File: src/rtl/seq_divider.sv
`default_nettype none
//============================================================================
// Module      : seq_divider
// Description : Multi-cycle unsigned restoring divider. Divides a
//               DIVIDEND_W-bit dividend by a DIVISOR_W-bit divisor and
//               resolves one quotient bit per clock, MSB first, under a
//               start/busy/done handshake.
//
// Ports       : clk          rising-edge clock
//               rst          synchronous active-high reset
//               start        request, sampled only in IDLE or DONE
//               dividend     unsigned dividend, captured on accepted start
//               divisor      unsigned divisor, captured on accepted start
//               busy         high while iterating (RUN)
//               done         one-cycle pulse, results valid
//               quotient     result, held until the next completion
//               remainder    result, held until the next completion
//               div_by_zero  set with done when the captured divisor was 0
//
// Options     : DIVIDER_DIV0_FAST_EN - when defined, a zero divisor seen at
//               the accepting edge skips RUN and completes immediately.
//
// Revision    : 1.0 - initial release
//============================================================================
module seq_divider #(
    parameter int DIVIDEND_W = 4,
    parameter int DIVISOR_W  = 2
) (
    input  logic                  clk,
    input  logic                  rst,
    input  logic                  start,
    input  logic [DIVIDEND_W-1:0] dividend,
    input  logic [DIVISOR_W-1:0]  divisor,
    output logic                  busy,
    output logic                  done,
    output logic [DIVIDEND_W-1:0] quotient,
    output logic [DIVISOR_W-1:0]  remainder,
    output logic                  div_by_zero
);

    localparam int c_CNT_W = $clog2(DIVIDEND_W + 1);
    localparam logic [c_CNT_W-1:0] c_CNT_LOAD = c_CNT_W'(DIVIDEND_W);
    localparam logic [c_CNT_W-1:0] c_CNT_ONE  = c_CNT_W'(1);

    localparam logic [1:0] c_IDLE = 2'd0;
    localparam logic [1:0] c_RUN  = 2'd1;
    localparam logic [1:0] c_DONE = 2'd2;

    logic [1:0]            r_state;
    logic [c_CNT_W-1:0]    r_count;
    logic [DIVIDEND_W-1:0] r_dvd;       // captured dividend, shifted left each step
    logic [DIVISOR_W-1:0]  r_dvs;       // captured divisor
    logic [DIVISOR_W:0]    r_prem;      // partial remainder, one guard bit
    logic [DIVIDEND_W-1:0] r_quot;      // quotient being assembled
    logic                  r_busy;
    logic                  r_done;
    logic [DIVIDEND_W-1:0] r_quotient;
    logic [DIVISOR_W-1:0]  r_remainder;
    logic                  r_div0;

    // One restoring step. The partial remainder is always below the divisor
    // before the shift, so after the shift it fits in DIVISOR_W+1 bits.
    logic [DIVISOR_W:0]    w_shift;
    logic                  w_ge;
    logic [DIVISOR_W:0]    w_prem_next;
    logic [DIVIDEND_W-1:0] w_quot_next;

    always_comb begin
        w_shift     = {r_prem[DIVISOR_W-1:0], r_dvd[DIVIDEND_W-1]};
        w_ge        = (w_shift >= {1'b0, r_dvs});
        w_prem_next = w_ge ? (w_shift - {1'b0, r_dvs}) : w_shift;
        w_quot_next = {r_quot[DIVIDEND_W-2:0], w_ge};
    end

    always_ff @(posedge clk) begin
        if (rst) begin
            r_state     <= c_IDLE;
            r_count     <= '0;
            r_dvd       <= '0;
            r_dvs       <= '0;
            r_prem      <= '0;
            r_quot      <= '0;
            r_busy      <= 1'b0;
            r_done      <= 1'b0;
            r_quotient  <= '0;
            r_remainder <= '0;
            r_div0      <= 1'b0;
        end else begin
            case (r_state)
                c_IDLE, c_DONE: begin
                    r_done <= 1'b0;
                    if (start) begin
                        r_dvd   <= dividend;
                        r_dvs   <= divisor;
                        r_prem  <= '0;
                        r_quot  <= '0;
                        r_count <= c_CNT_LOAD;
`ifdef DIVIDER_DIV0_FAST_EN
                        if (divisor == '0) begin
                            // Nothing to iterate: publish the div-by-zero
                            // result straight away.
                            r_state     <= c_DONE;
                            r_done      <= 1'b1;
                            r_busy      <= 1'b0;
                            r_quotient  <= '1;
                            r_remainder <= '0;
                            r_div0      <= 1'b1;
                        end else begin
                            r_state <= c_RUN;
                            r_busy  <= 1'b1;
                        end
`else
                        r_state <= c_RUN;
                        r_busy  <= 1'b1;
`endif
                    end else begin
                        r_state <= c_IDLE;
                    end
                end

                c_RUN: begin
                    r_dvd   <= {r_dvd[DIVIDEND_W-2:0], 1'b0};
                    r_prem  <= w_prem_next;
                    r_quot  <= w_quot_next;
                    r_count <= r_count - c_CNT_ONE;
                    if (r_count == c_CNT_ONE) begin
                        r_state <= c_DONE;
                        r_busy  <= 1'b0;
                        r_done  <= 1'b1;
                        if (r_dvs == '0) begin
                            // Iterations against zero yield garbage
                            // remainder bits; force the defined result.
                            r_quotient  <= '1;
                            r_remainder <= '0;
                            r_div0      <= 1'b1;
                        end else begin
                            r_quotient  <= w_quot_next;
                            r_remainder <= w_prem_next[DIVISOR_W-1:0];
                            r_div0      <= 1'b0;
                        end
                    end
                end

                default: begin
                    r_state <= c_IDLE;
                    r_busy  <= 1'b0;
                    r_done  <= 1'b0;
                end
            endcase
        end
    end

    assign busy        = r_busy;
    assign done        = r_done;
    assign quotient    = r_quotient;
    assign remainder   = r_remainder;
    assign div_by_zero = r_div0;

endmodule
`default_nettype wire

File: config.mk
export PLATFORM = sky130hd
export DESIGN_NAME = seq_divider
export DESIGN_NICKNAME = d
export VERILOG_FILES = /design/src/rtl/seq_divider.sv
export SDC_FILE = /design/constraint.sdc
export NUM_CORES = 1
export LEC_CHECK = 0
export CAP_MARGIN = 20
export CORE_ASPECT_RATIO = 1.1
export CORE_UTILIZATION = 50
export CTS_CLUSTER_DIAMETER = 50
export DETAILED_ROUTE_END_ITERATION = 16
export HOLD_SLACK_MARGIN = 0.1
export MAX_ROUTING_LAYER = met4
export PLACE_DENSITY_LB_ADDON = 0.3
export SYNTH_ARGS = -nofsm -noshare
export SYNTH_HDL_FRONTEND = slang
export SYNTH_SLANG_ARGS = --single-unit
File: constraint.sdc
create_clock -name clk -period 1.87 [get_ports clk]
set_input_delay 0.561 -clock clk [delete_from_list [all_inputs] [get_ports clk]]
set_output_delay 0.561 -clock clk [all_outputs]
set_load 0.01 [all_outputs]
== Yosys cells after proc, flatten, opt, wreduce, memory -nomap -nowiden ==
Index checks and enable logic that the tools add are counted.

* Register bits after elaboration: 25
* Output and inout bits: 9
* Logic and storage cells: 47

* Add/sub/neg operators: 2
* Order comparisons: 1
* Equality and inequality tests: 5
* Mux-type cells: 18
* Bitwise operators: 1
* Reductions and logical operators: 9

{| class="wikitable"
|+ Operators by type and width
! cell !! number
|-
| $pmux 3 s2 || 2
|-
| $mux 2 || 4
|-
| $mux 4 || 2
|-
| $pmux 2 s2 || 2
|-
| $pmux 4 s2 || 1
|-
| $reduce_and 2->1 || 4
|-
| $mux 3 || 2
|-
| $logic_not 2->1 || 2
|-
| $mux 1 || 4
|-
| $ne 2x2->1 const B || 2
|-
| $reduce_or 2->1 || 2
|-
| $eq 3x1->1 const B || 1
|-
| $ge 3x2->1 || 1
|-
| $sub 3x1->3 const B || 1
|-
| $eq 2x1->1 const B || 1
|-
| $eq 2x2->1 const B || 1
|-
| $pmux 1 s2 || 1
|-
| $reduce_bool 2->1 || 1
|-
| $sub 2x2->2 || 1
|-
| $not 1->1 || 1
|}

== Logic depth before layout (Yosys ltp) ==
Gate-level depths: netlist of run 1.

* Word-level depth: 4
* Gate-level depth with buffers: 7
* Mapped depth without buffers: 6

== Worst setup path before layout of run 1 ==
Ideal clock, no wire load.

* Kind: reg-to-reg
* Start: reg r_dvs[1]
* End: reg r_remainder[1], in the netlist remainder[1]
* Data arrival time: 1.381 ns
* Data required time: 1.742 ns
* Path slack: 0.361 ns
* Stages on the path, launching flop included: 7
* Buffers on the path: 0
* Path through: dfxtp_1 inv_1 ha_1 a2111oi_0 a211oi_1 a22oi_1 nor2_1

* Longest elaborated chain between the ends: 3
* Elaborated cells between the ends (all ways): 5
* Those cells by class: add/sub (1); order compare (1); mux (2); reduce/logical (1)

{| class="wikitable"
|+ RTL lines
! element !! line !! text
|-
| start: declaration || 52 || <nowiki>logic [DIVISOR_W-1:0] r_dvs;</nowiki>
|-
| start signal: assignment || 94 || <nowiki>r_dvs <= divisor;</nowiki>
|-
| $ge 3x2->1 or $sub 2x2->2 (tied branches) || 70, 71 ||
|-
| $mux 2 || 71 || <nowiki>w_prem_next = w_ge ? (w_shift - {1'b0, r_dvs}) : w_shift;</nowiki>
|-
| $mux 2 (*) || 130 || <nowiki>if (r_dvs == '0) begin</nowiki>
|-
| end signal: assignment || 138 || <nowiki>r_remainder <= w_prem_next[DIVISOR_W-1:0];</nowiki>
|-
| end: declaration || 58 || <nowiki>logic [DIVISOR_W-1:0] r_remainder;</nowiki>
|}

Every way passes the cells marked *; elsewhere a longest branch is shown, timed or not.
A chain may end at the register's enable or synchronous reset.

== Final worst setup path of run 1 ==
* Start: reg r_quotient[2], in the netlist quotient[2]
* End: out quotient[2]

{| class="wikitable"
|+ RTL lines
! element !! line !! text
|-
| start: declaration || 57 || <nowiki>logic [DIVIDEND_W-1:0] r_quotient;</nowiki>
|-
| start signal: assignment || 137 || <nowiki>r_quotient <= w_quot_next;</nowiki>
|-
| end: declaration || 36 || <nowiki>output logic [DIVIDEND_W-1:0] quotient,</nowiki>
|}

No word-level cell between the ends.

==> key figures, run 1 <==
Status
  – Outcome: completed

Clock network
  – Post_cts resized: 0
  – Root Driver: clkbuf_4
  – Htree depth: 1
  – CTS tree: built
  – CTS clk-pin slew, worst paths: 130 ps
  – Max Root-Sink Buffers: 2
  – Setup bufs post-CTS: 0
  – Later-pin clock latency in the skew report: between 300 and 400 ps
  – Clock Sinks: 25
  – Hold Buf Count CTS: 0
  – CTS buffer count: 3

Logic synthesis
  – Synth top area cells: dfxtp_1, nor2_1, a21oi_1
  – Gate Count Post-Synth: between 100 and 150
  – Cell area after synthesis: roughly 0.0011 mm²
  – Yosys top cell area share: between 40% and 50%
  – Average cell area after synthesis: 8.458 µm²
  – Yosys warnings: 0
  – Mapped Nets: 138
  – Seq cells post-synth: 25
  – Register area share after synthesis: a little under half
  – Yosys cell types: 26
  – Cell taking the most area after synthesis: dfxtp_1

Finish
  – Fillers: ~200
  – Sequential Area: roughly 500 µm²
  – Diode count: 0
  – Area delta synth->final: 21.77%
  – Area occupied by multi-input gates: about 510 µm²
  – Commonest non-fill, non-tap cell in the layout: dfxtp_1
  – Final nets: 157
  – Commonest cells after routing, fill and taps aside: dfxtp_1, nor2_1, clkdlybuf4s50_1
  – Share of cells above drive strength 1: 6.993%

Drt
  – Post-DRT Antenna Nets: 0
  – DR DRC count: 0
  – First-iteration detailed-routing DRC count: 17
  – Drt total wl: between 2000 and 2500 µm
  – DRT Pass-1 Iters: 4
  – Vias per cell: ~5.3
  – Drt wl/cell: 12.75 µm
  – Routed via count: between 900 and 1000

Timing
  – Fmax: 0.5621 GHz
  – Slack of the critical path: 90.92 ps
  – Final Critical Period: 1779 ps
  – Slew @ Worst Pin: approximately 480 ps
  – Worst hold slack: about 460 ps
  – Max-slew violations: 0
  – Setup TNS: 0 ps
  – Worst slew margin: roughly two thirds
  – Crit share post-route: 95.14%
  – RSZ-0062 raised after global routing: no
  – Finish-stage setup viols: 0
  – Clk_skew: approximately 3.7 ps
  – Hold Violations, Final: 0

Critical path
  – Crit path cell chain: clkdlybuf4s50_1
  – R2r worst-path depth: 6
  – Critical path depth: 1
  – CP max stage cell: clkdlybuf4s50_1
  – Worst R2R Start: r_dvs[1]
  – CP Buf/Inv Count: 1
  – CP max stage delay: roughly 550 ps
  – Worst EP arrival: between 1000 and 1500 ps
  – Crit path max-delay family: buffers and inverters
  – CP max FO: 2
  – Crit end category: output pin
  – CP startpoint kind: flop
  – Reg-to-reg slack, setup: about 210 ps
  – RR Endpoint: remainder[1]
  – Worst Path Required: 1310 ps
  – Crit path capture: quotient[2]
  – Crit. Startpoint: quotient[2]
  – WS Path Type: flop to output pin

Global routing
  – Initial antenna violation count: 0
  – Vias in the first global route: 864
  – Pin count of the biggest net entering global routing: 26
  – Tot GR Track Use: 22.92%
  – Global route overflow: 0
  – First-pass GRT wire length: between 3000 and 4000 µm

Job
  – Max-cap violations: 0

Placement
  – Post-place setup slack: about 120 ps
  – Port-buffer cells: 17
  – DP Wirelength: roughly 1600 µm
  – GP Congestion: 0.7605

Floorplanning
  – Full die area: between 0.002 and 0.0025 mm²
  – Die H: about 50 µm
  – Die extent in x: between 40 and 50 µm
  – Initial Utilization: between 50 and 60%
  – Core area: approximately 0.002 mm²
  – Ports: 18
  – Rows: 17

Power
  – Max IR drop VDD: approximately 0.53 mV
  – Power Dens Cells: around 800 mW/mm²
  – Pwr Total: around 1 mW
  – Static Leak: 0.4643 nW

Hold path
  – HP Class: flop to flop
==> where the power goes <==
group / leakage (nW) / internal (mW) / switching [mW]
clock network: 0.0150 / 0.0833 / 0.155
logic: 0.245 / 0.0938 / 0.108
registers: 0.204 / 0.564 / 0.0235
total: 0.464 / 0.741 / 0.286
==> area by class of cell <==
type                       count  share of cell area, %
tap                           28                  2.721
inverter                       4                  1.166
sequential                    25                  38.87
timing repair buffer          21                  15.55
clock buffer                   4                  2.041
multi-input combinational     89                  39.65
==> how the worst min path moves through the flow <==
stage / depth (start not counted) / end / slack, ps / from
floorplan: 2 / r_dvs[1] / 450 / r_dvs[1]
global route: 2 / div_by_zero / 490 / div_by_zero
global placement: 2 / div_by_zero / 440 / div_by_zero
CTS: 2 / div_by_zero / 470 / div_by_zero
finish: 2 / div_by_zero / 460 / div_by_zero
detailed placement: 2 / div_by_zero / 450 / div_by_zero
==> per-stage QoR <==
step	instance area [µm²]	utilization [%]	instances
finish	1287	64.39	171
global route	1287	64.39	171
CTS	1287	64.39	171
detailed placement	1261	63.08	167
global placement	1261	63.08	167
floorplan	1057	-	125
==> tightest hold or removal path: cells and delay by family, from the launching register on <==
family | cells | cell delay [ps]
AOI/OAI and AO/OA | 1 | 50
DFF | 1 | 330
and+or+nand+nor | 1 | 50
==> cell families (layout without fill, tap and decap cells) <==
group	after synthesis	count (layout)	share of synthesized area [%]
AOI/OAI and AO/OA	27	27	17.40
adders and majority gates	4	4	4.734
buffers and inverters	11	29	4.378
DFF	25	25	47.34
and+or+nand+nor	58	58	26.15
==> routing by layer <==
layer  up-vias  GRT usage (%)  share of wire (%)  wire [µm]
met3         2          4.317                2.5         55
met1       422          28.21                 46        998
met4         0          8.824               0.64         14
met5         -              -                  0          0
met2        16          36.38                 51       1111
li1        469              -                  -          -
==> cells in the mapped netlist, drive strengths merged <==
cell type  instances
ha                 4
a211oi             2
nand2             10
nor2b              5
nor3              10
o21ai              1
a2111oi            1
nor2              25
a21oi             10
a22oi              6
a311oi             2
o31ai              1
or2                1
o22ai              2
dfxtp             25
nand3              1
clkbuf             3
o31a               1
inv                4
nand4bb            1
buf                4
a2bb2oi            1
nand2b             5
==> registers in the layout, indices dropped and copies added, names as in the netlist <==
name         flops
r_dvs            2
r_quot           3
r_prem           2
r_state          2
div_by_zero      1
busy             1
done             1
remainder        2
quotient         4
r_count          3
r_dvd            4
Note: power is estimated with default switching activity, not from simulation.
==> inputs of run 2 (changes only) <==
--- a/config.mk
+++ b/config.mk
@@ -6,13 +6,14 @@
 export NUM_CORES = 1
 export LEC_CHECK = 0
 export CAP_MARGIN = 20
-export CORE_ASPECT_RATIO = 1.1
+export CORE_ASPECT_RATIO = 1.4
 export CORE_UTILIZATION = 50
 export CTS_CLUSTER_DIAMETER = 50
 export DETAILED_ROUTE_END_ITERATION = 16
 export HOLD_SLACK_MARGIN = 0.1
 export MAX_ROUTING_LAYER = met4
 export PLACE_DENSITY_LB_ADDON = 0.3
+export SKIP_LAST_GASP = 1
 export SYNTH_ARGS = -nofsm -noshare
 export SYNTH_HDL_FRONTEND = slang
 export SYNTH_SLANG_ARGS = --single-unit
==> key figures, run 2 (synthesized netlist as in run 1, its figures left out) <==
Status
  – Outcome: completed

Job
  – Max-cap violations: 0 (unchanged)

Drt
  – Drt total wl: 2020 µm (-7.3%)
  – DRT Pass-1 Iters: 4 (unchanged)
  – First-iteration detailed-routing DRC count: 18 (+1)
  – Routed via count: 920 (+1.2%)
  – Drt wl/cell: 12.32 µm (-3.4%)
  – Post-DRT Antenna Nets: 0 (unchanged)
  – Vias per cell: 5.610 (+5.5%)
  – DR DRC count: 0 (unchanged)

Global routing
  – Global route overflow: 0 (unchanged)
  – Initial antenna violation count: 0 (unchanged)
  – Vias in the first global route: 890 (+3.0%)
  – Pin count of the biggest net entering global routing: 26 (unchanged)
  – Tot GR Track Use: 22.04% (-0.87 points)
  – First-pass GRT wire length: 3525 µm (-5.7%)

Finish
  – Final nets: 157 (unchanged)
  – Fillers: 181 (-9.0%)
  – Area delta synth->final: 21.07%
  – Area occupied by multi-input gates: 510.5 µm² (unchanged)
  – Commonest non-fill, non-tap cell in the layout: dfxtp_1
  – Commonest cells after routing, fill and taps aside: dfxtp_1, nor2_1, clkdlybuf4s50_1
  – Sequential Area: 500.5 µm² (unchanged)
  – Diode count: 0 (unchanged)
  – Fin area: 0.001280 mm² (-0.58%)
  – Fin cells: 164 (-4.1%)
  – Layout Utilization: 64.87% (+0.48 points)
  – Share of cells above drive strength 1: 7.692% (+0.70 points)

Critical path
  – Crit path cell chain: clkdlybuf4s50_1
  – CP max stage delay: 540 ps (about the same)
  – CP max FO: 2 (unchanged)
  – CP max stage cell: clkdlybuf4s50_1
  – R2r worst-path depth: 6 (unchanged)
  – Crit end category: output pin
  – WS Path Type: flop to output pin
  – CP startpoint kind: flop
  – CP Buf/Inv Count: 1 (unchanged)
  – Crit path max-delay family: buffers and inverters
  – Critical path depth: 1 (unchanged)
  – Worst EP arrival: 1220 ps (about the same)
  – Worst Path Required: 1310 ps (about the same)

Placement
  – Port-buffer cells: 17 (unchanged)
  – DP Cell Count: 160 (-4.2%)
  – DP Wirelength: 1561 µm (-2.5%)
  – Post-place setup slack: 128.8 ps (+6.138 ps)
  – GP Congestion: 0.7178 (-5.6%)
  – Dpl cell area: 0.001252 mm² (-0.69%)

Timing
  – Slack of the critical path: 90.66 ps (-0.2590 ps)
  – Max-slew violations: 0 (unchanged)
  – Finish-stage setup viols: 0 (unchanged)
  – Worst slew margin: 68.27% (about the same)
  – RSZ-0062 raised after global routing: no
  – Worst hold slack: 469.8 ps (+7.350 ps)
  – Slew @ Worst Pin: 476.0 ps (+0.07963 ps)
  – Hold Violations, Final: 0 (unchanged)
  – Crit share post-route: 95.15% (about the same)
  – Setup TNS: 0 ps (unchanged)
  – Fmax: 0.5620 GHz (about the same)
  – Clk_skew: 10.55 ps (+6.868 ps)
  – Final Critical Period: 1779 ps (+0.2590 ps)

Clock network
  – Max Root-Sink Buffers: 2 (unchanged)
  – CTS tree: built
  – Post_cts resized: 0 (unchanged)
  – Setup bufs post-CTS: 0 (unchanged)
  – CTS clk-pin slew, worst paths: 130 ps (about the same)
  – Htree depth: 1 (unchanged)
  – Later-pin clock latency in the skew report: 310 ps (about the same)
  – CTS buffer count: 3 (unchanged)
  – Hold Buf Count CTS: 0 (unchanged)
  – Root Driver: clkbuf_4
  – Clock Sinks: 25 (unchanged)

Power
  – Power Dens Cells: 793.3 mW/mm² (-0.56%)
  – Pwr Total: 1.015 mW (-1.1%)
  – Max IR drop VDD: 0.5027 mV (-5.8%)
  – Static Leak: 0.4670 nW (+0.59%)

Floorplanning
  – Rows: 19 (+2)
  – Ports: 18 (unchanged)
  – Core area: 0.001973 mm² (-1.3%)
  – Die extent in x: 40.87 µm (-11%)
  – Initial Utilization: 53.58% (+0.70 points)
  – Die H: 56.41 µm (+12%)
  – Full die area: 0.002305 mm² (+0.10%)

Hold path
  – Hold Path Stages: 2 (unchanged)
  – HP Class: flop to flop
==> run 2: cell count changes in the layout (fill, tap and decap cells not counted), sizes merged <==
cell    delta
clkbuf     -1
clkinv     +1
==> run 2: power breakdown <==
part / switching, mW / total, mW / internal [mW] / leakage [nW]
clock: 0.151 / 0.231 / 0.0797 / 0.0177
sequential: 0.0221 / 0.586 / 0.564 / 0.204
combinational: 0.105 / 0.198 / 0.0935 / 0.245
==> run 2: path summary, 6_finish.rpt <==
| kind | startpoint | endpoint | slack (ps) |
|---|---|---|---|
| worst min-delay path | div_by_zero | div_by_zero | 470 |
| worst max-delay path | remainder[0] | remainder[0] | 90 |
| worst max register to register | r_dvs[1] | remainder[1] | 250 |
| worst min register to register | div_by_zero | div_by_zero | 470 |
==> run 2: area by class of cell <==
class	count	share of cell area, %
Clock buffer	3	1.760
Clock inverter	1	0.3910
Inverter	4	1.173
Multi-Input combinational cell	89	39.88
Sequential cell	25	39.10
Tap cell	21	2.053
Timing Repair Buffer	21	15.64
==> run 2: metal layers <==
layer  vias up  GRT usage [%]  share of wire [%]
li1        465              -                  -
met1       442          27.62                 45
met2        11          34.60                 52
met3         2          2.372                2.0
met4         0          8.571               0.74
met5         -              -                  0
